$ cat config.mk
export PLATFORM = sky130hd
export DESIGN_NAME = board_reader_flat
export DESIGN_NICKNAME = d
export VERILOG_FILES = /design/src/rtl/board_reader_if.sv /design/src/rtl/board_reader.sv /design/src/flat_wrapper.sv
export SDC_FILE = /design/constraint.sdc
export NUM_CORES = 1
export LEC_CHECK = 0
export CAP_MARGIN = 0
export CORE_ASPECT_RATIO = 1.25
export CORE_MARGIN = 2
export CORE_UTILIZATION = 45
export DETAILED_ROUTE_END_ITERATION = 10
export GPL_ROUTABILITY_DRIVEN = 0
export HOLD_SLACK_MARGIN = 0.1
export PLACE_DENSITY = 0.76
export SYNTH_ARGS = -nofsm -noshare
export SYNTH_HDL_FRONTEND = slang
export SYNTH_SLANG_ARGS = --single-unit
$ cat constraint.sdc
create_clock -name clock -period 3.8 [get_ports clock]
set_input_delay 0.76 -clock clock [delete_from_list [all_inputs] [get_ports clock]]
set_output_delay 0.76 -clock clock [all_outputs]
set_load 0.02 [all_outputs]
$ cat src/rtl/board_reader_if.sv
// Bus between the board scanner, the board BRAM read port and game control.
// The slave side is the scanner; the master side is memory plus game logic.
interface board_reader_if #(
    parameter int ADDR_W = 9
);
    logic              start;
    logic [ADDR_W-1:0] rd_address;
    logic              rd_enable;
    logic [2:0]        rd_data;
    logic              busy;
    logic              done;
    logic [ADDR_W-1:0] red_count;
    logic [ADDR_W-1:0] blue_count;
    logic [ADDR_W-1:0] overlap_count;
    logic [ADDR_W-1:0] empty_count;
    logic              overlap_found;
    logic [ADDR_W-1:0] first_overlap_address;

    modport master (
        output start, rd_data,
        input  rd_address, rd_enable, busy, done,
               red_count, blue_count, overlap_count, empty_count,
               overlap_found, first_overlap_address
    );

    modport slave (
        input  start, rd_data,
        output rd_address, rd_enable, busy, done,
               red_count, blue_count, overlap_count, empty_count,
               overlap_found, first_overlap_address
    );
endinterface

$ cat src/rtl/board_reader.sv
// Board read-back scanner: reads every cell of the board colour BRAM once and
// reports per-colour counts plus the lowest address holding an overlap.
module board_reader #(
    parameter int CELLS        = 256,
    parameter int ADDR_W       = 9,
    parameter int READ_LATENCY = 2
) (
    input  logic          clock,
    input  logic          reset,
    board_reader_if.slave bus
);
    typedef enum logic [1:0] {
        IDLE  = 2'd0,
        ISSUE = 2'd1,
        DRAIN = 2'd2,
        DONE  = 2'd3
    } state_t;

    localparam logic [ADDR_W-1:0]       LAST_ADDR   = ADDR_W'(CELLS - 1);
    // Pattern of the valid pipe when only the final read is still outstanding.
    localparam logic [READ_LATENCY-1:0] OLDEST_ONLY = READ_LATENCY'(1'b1) << (READ_LATENCY - 1);

    localparam logic [2:0] CODE_RED     = 3'b100;
    localparam logic [2:0] CODE_BLUE    = 3'b001;
    localparam logic [2:0] CODE_OVERLAP = 3'b111;
    localparam logic [2:0] CODE_EMPTY   = 3'b000;

    state_t                  state_r;
    state_t                  next_state_s;
    logic                    busy_s, rd_enable_s, done_s;
    logic [ADDR_W-1:0]       rd_address_s;
    logic                    busy_r, rd_enable_r, done_r;
    logic [ADDR_W-1:0]       rd_address_r;
    logic [READ_LATENCY-1:0] vld_r;
    logic [ADDR_W-1:0]       addr_pipe_r [READ_LATENCY];
    logic [ADDR_W-1:0]       red_r, blue_r, overlap_r, empty_r, first_r;
    logic                    found_r;
    logic                    start_accept_s;
    logic                    vld_out_s;

    assign start_accept_s = (state_r == IDLE) && bus.start;
    assign vld_out_s      = vld_r[READ_LATENCY-1];

    // State register.
    always_ff @(posedge clock or posedge reset) begin
        if (reset) begin
            state_r <= IDLE;
        end else begin
            state_r <= next_state_s;
        end
    end

    // Next-state decode.
    always_comb begin
        next_state_s = state_r;
        case (state_r)
            IDLE:    next_state_s = bus.start ? ISSUE : IDLE;
            ISSUE:   next_state_s = (rd_address_r == LAST_ADDR) ? DRAIN : ISSUE;
            DRAIN:   next_state_s = (vld_r == OLDEST_ONLY) ? DONE : DRAIN;
            DONE:    next_state_s = IDLE;
            default: next_state_s = IDLE;
        endcase
    end

    // Output decode from the upcoming state so the outputs can be registered.
    always_comb begin
        busy_s       = 1'b0;
        rd_enable_s  = 1'b0;
        done_s       = 1'b0;
        rd_address_s = '0;
        case (next_state_s)
            IDLE: begin
                busy_s = 1'b0;
            end
            ISSUE: begin
                busy_s      = 1'b1;
                rd_enable_s = 1'b1;
                if (state_r == ISSUE) begin
                    rd_address_s = rd_address_r + ADDR_W'(1'b1);
                end else begin
                    rd_address_s = '0;
                end
            end
            DRAIN: begin
                busy_s = 1'b1;
            end
            DONE: begin
                done_s = 1'b1;
            end
            default: begin
                busy_s = 1'b0;
            end
        endcase
    end

    // Registered handshake and read-port outputs; rd_address_r is the scan counter.
    always_ff @(posedge clock or posedge reset) begin
        if (reset) begin
            busy_r       <= 1'b0;
            rd_enable_r  <= 1'b0;
            done_r       <= 1'b0;
            rd_address_r <= '0;
        end else begin
            busy_r       <= busy_s;
            rd_enable_r  <= rd_enable_s;
            done_r       <= done_s;
            rd_address_r <= rd_address_s;
        end
    end

    // Valid and address pipelines matching the BRAM read latency.
    always_ff @(posedge clock or posedge reset) begin
        if (reset) begin
            vld_r <= '0;
            for (int i = 0; i < READ_LATENCY; i++) begin
                addr_pipe_r[i] <= '0;
            end
        end else begin
            vld_r[0]       <= rd_enable_r;
            addr_pipe_r[0] <= rd_address_r;
            for (int i = 1; i < READ_LATENCY; i++) begin
                vld_r[i]       <= vld_r[i-1];
                addr_pipe_r[i] <= addr_pipe_r[i-1];
            end
        end
    end

    // Classify returning data; results hold until the next accepted start.
    always_ff @(posedge clock or posedge reset) begin
        if (reset) begin
            red_r     <= '0;
            blue_r    <= '0;
            overlap_r <= '0;
            empty_r   <= '0;
            found_r   <= 1'b0;
            first_r   <= '0;
        end else if (start_accept_s) begin
            red_r     <= '0;
            blue_r    <= '0;
            overlap_r <= '0;
            empty_r   <= '0;
            found_r   <= 1'b0;
            first_r   <= '0;
        end else if (vld_out_s) begin
            case (bus.rd_data)
                CODE_RED:   red_r   <= red_r + ADDR_W'(1'b1);
                CODE_BLUE:  blue_r  <= blue_r + ADDR_W'(1'b1);
                CODE_EMPTY: empty_r <= empty_r + ADDR_W'(1'b1);
                CODE_OVERLAP: begin
                    overlap_r <= overlap_r + ADDR_W'(1'b1);
                    if (!found_r) begin
                        found_r <= 1'b1;
                        first_r <= addr_pipe_r[READ_LATENCY-1];
                    end
                end
                default: begin
                    red_r <= red_r;
                end
            endcase
        end
    end

    assign bus.busy                  = busy_r;
    assign bus.done                  = done_r;
    assign bus.rd_enable             = rd_enable_r;
    assign bus.rd_address            = rd_address_r;
    assign bus.red_count             = red_r;
    assign bus.blue_count            = blue_r;
    assign bus.overlap_count         = overlap_r;
    assign bus.empty_count           = empty_r;
    assign bus.overlap_found         = found_r;
    assign bus.first_overlap_address = first_r;
endmodule

$ cat src/flat_wrapper.sv
// flat-port wrapper written by rule: the top's interface ports become plain ports
module board_reader_flat 
#(
    parameter int CELLS        = 256,
    parameter int ADDR_W       = 9,
    parameter int READ_LATENCY = 2
)
  (clock, reset, bus_start, bus_rd_data, bus_rd_address, bus_rd_enable, bus_busy, bus_done, bus_red_count, bus_blue_count, bus_overlap_count, bus_empty_count, bus_overlap_found, bus_first_overlap_address);
  board_reader_if #(.ADDR_W(ADDR_W)) bus_i ();
  input  logic clock;
  input  logic reset;
  input wire logic [$bits(bus_i.start)-1:0] bus_start;
  input wire logic [$bits(bus_i.rd_data)-1:0] bus_rd_data;
  output wire logic [$bits(bus_i.rd_address)-1:0] bus_rd_address;
  output wire logic [$bits(bus_i.rd_enable)-1:0] bus_rd_enable;
  output wire logic [$bits(bus_i.busy)-1:0] bus_busy;
  output wire logic [$bits(bus_i.done)-1:0] bus_done;
  output wire logic [$bits(bus_i.red_count)-1:0] bus_red_count;
  output wire logic [$bits(bus_i.blue_count)-1:0] bus_blue_count;
  output wire logic [$bits(bus_i.overlap_count)-1:0] bus_overlap_count;
  output wire logic [$bits(bus_i.empty_count)-1:0] bus_empty_count;
  output wire logic [$bits(bus_i.overlap_found)-1:0] bus_overlap_found;
  output wire logic [$bits(bus_i.first_overlap_address)-1:0] bus_first_overlap_address;
  assign bus_i.start = bus_start;
  assign bus_i.rd_data = bus_rd_data;
  assign bus_rd_address = bus_i.rd_address;
  assign bus_rd_enable = bus_i.rd_enable;
  assign bus_busy = bus_i.busy;
  assign bus_done = bus_i.done;
  assign bus_red_count = bus_i.red_count;
  assign bus_blue_count = bus_i.blue_count;
  assign bus_overlap_count = bus_i.overlap_count;
  assign bus_empty_count = bus_i.empty_count;
  assign bus_overlap_found = bus_i.overlap_found;
  assign bus_first_overlap_address = bus_i.first_overlap_address;
  board_reader #(.CELLS(CELLS), .ADDR_W(ADDR_W), .READ_LATENCY(READ_LATENCY)) u_core (.clock(clock), .reset(reset), .bus(bus_i));
endmodule
==> impl_metrics.json <==
{
  "status": "finished clean",
  "hold_viol_final": 0,
  "nNetsFinal": 392,
  "synth-main-ff-cell": "dfrtp_1",
  "drtIter0Drc": 143,
  "cp_max_fo": 16,
  "io_pins": 64,
  "vias_per_cell": 5.534,
  "layout_min_cycle_time_ns": 2.544,
  "rows": 35,
  "synth.most_common_cell": "dfrtp_1",
  "ys_seq_area_share_pct": 59.63,
  "avgSynthCellArea_um2": 10.76,
  "start_util_pct": 45.90,
  "vias": 2623,
  "die_w_um": 81.25,
  "skew_ns": 0.01130,
  "synth.area.top_cells": "dfrtp_1 (60%), a21oi_1 (6.0%), o31ai_1 (3.8%)",
  "fmax_ghz": 0.3931,
  "antenna_found_initial": 0,
  "hold_start": "u_core.addr_pipe_r[16]",
  "tightest_slew_ns": 0.6138,
  "postCtsSetupRepairBufs": 0,
  "finalSetupTns_ns": 0,
  "syn_inst": 312,
  "slew_violations": 0,
  "cp.arrival_ns": 2.82,
  "clk_pin_slew_worst_paths_ns": 0.08,
  "syn-num-nets": 326,
  "critPathRequiredTime_ns": 4.07,
  "wirelength_mm": 7.180,
  "yosysTopAreaCellShare_pct": 59.63,
  "grt_remaining_overflow": 0,
  "yosysUniqueCellTypes": 31,
  "drc": 0,
  "synthTopCellsByCount": "dfrtp_1 (80), a21oi_1 (40), nand3_1 (21), nand2_1 (19), o21ai_0 (18)",
  "synthArstFlopShare_pct": 100.0,
  "startpoint": "bus_rd_data[0]",
  "synth-edff-count": 0,
  "ys_warn_count": 0,
  "grt_pass1_vias": 2495,
  "utilization_pct": 58.63,
  "hpwlAfterDp_mm": 4.835,
  "grt_max_degree": 44,
  "clk_latency_ns": 0.34,
  "hold_class": "reg -> reg",
  "die-area_um2": 8171,
  "n_antenna_cell": 0,
  "synth_area_um2": 3357,
  "power.density_nw_per_um2": 614.4,
  "cts-buffers-inserted": 9,
  "core-area_um2": 7313,
  "dieHeight_um": 100.6,
  "crit_type": "in -> reg",
  "rsz0062_at_grt": "false",
  "fin_hold_ws_ns": 0.3452,
  "ys_ff_latch": 80,
  "critPathLaunchType": "input port",
  "htree_levels": 3,
  "maxCapViolCount": 0,
  "cts_max_path_buffers": 2,
  "post-route-period-util_pct": 66.95,
  "ant_nets": 0,
  "ir_worst_vdd_mv": 0.4308,
  "reg2reg_from": "u_core.bus.rd_address[0]",
  "timing.max_slew.rel_slack_pct": 58.85,
  "root_buffer": "clkbuf_8",
  "setup_viol": 0,
  "grt_use_total_pct": 18.90,
  "postLayoutSetupSlackWorst_ns": 1.256,
  "wl_per_cell_um": 15.15,
  "numPortBuffers": 63,
  "cp-end-kind": "flop",
  "clock_sinks": 80,
  "preCtsSetupSlack_ns": 0.8944,
  "grt_pass1_wl_mm": 11.72,
  "cts_resized": 0,
  "hold_buffers": 0,
  "yosys.area.top_type": "dfrtp_1",
  "areaGrowthSynthToFinish_pct": 27.73,
  "layout-drive-gt1-share_pct": 5.497,
  "p_leak_uw": 0.001734,
  "first_pass_iters": 4,
  "cts_tree": "yes"
}
-- worst paths after layout --
path,cells past startpoint,slack (ns),end
worst max-delay path,4,1.26,u_core.bus.empty_count[5]
worst min-delay path,0,0.35,u_core.addr_pipe_r[7]
worst max register to register,9,1.65,u_core.bus.rd_address[5]
worst min register to register,0,0.35,u_core.addr_pipe_r[7]
max in group asynchronous,3,2.45,u_core.bus.first_overlap_address[8]
min in group asynchronous,2,0.66,u_core.bus.done
-- critical path, cell delays in order --
cell and delay [ns]:
clkdlybuf4s50_1 0.48, or4b_1 0.82, or4_1 0.60, a21oi_1 0.15
-- logic make-up after synthesis --
logic type / share of synthesized area (%)
simple gates: 17.29
buf+inv: 3.168
fa+ha+maj: 2.982
mux: 1.789
xor+xnor: 1.826
compound gates: 13.31
flops: 59.63
-- cell usage in the layout, fill, tap and decap left out, types with 8 or more instances in the layout --
cell,count
nand3_1,21
or3_1,11
or4_1,17
clkbuf_8,10
ha_1,8
nor2_1,11
inv_1,14
dfrtp_1,80
a21oi_1,40
clkdlybuf4s50_1,63
o21ai_0,18
o31ai_1,17
nand2_1,19
-- report_power, final --
group / total (uW) / internal, uW / switching [uW]
Combinational: 768 / 360 / 408
Clock: 617 / 320 / 296
Sequential: 1250 / 1050 / 198
-- stage by stage --
| step | power, uW | cell area (um^2) | std cells |
|---|---|---|---|
| final | 2634 | 4288 | 474 |
| after detailed placement | 2036 | 4093 | 459 |
| after global routing | 2790 | 4288 | 474 |
| after floorplan | 1646 | 3357 | 312 |
| after CTS | 2667 | 4288 | 474 |
| after global placement | 2008 | 4093 | 459 |
-- per-layer routing --
metal	GRT usage, %	wire length (um)
met5	0	0
met4	7.301	85
met3	6.183	341
met2	29.18	3599
met1	24.77	3153
-- layout make-up --
| type | instances | area [um^2] |
|---|---|---|
| inverters | 16 | 61.31 |
| clock inverters | 4 | 53.80 |
| fillers | 596 | 3025 |
| multi-input cells | 204 | 1254 |
| well taps | 92 | 115.1 |
| repair buffers | 67 | 660.6 |
| flip-flops and latches | 80 | 2002 |
| clock buffers | 11 | 141.4 |
-- registers in the layout, summed over array words and instances (netlist names), 2 cells and up --
signal,count
u_core.addr_pipe_r,18
u_core.bus.blue_count,9
u_core.bus.empty_count,9
u_core.bus.first_overlap_address,9
u_core.bus.overlap_count,9
u_core.bus.rd_address,9
u_core.bus.red_count,9
u_core.state_r,2
u_core.vld_r,2
No activity file was read; power rests on OpenSTA's default activity.
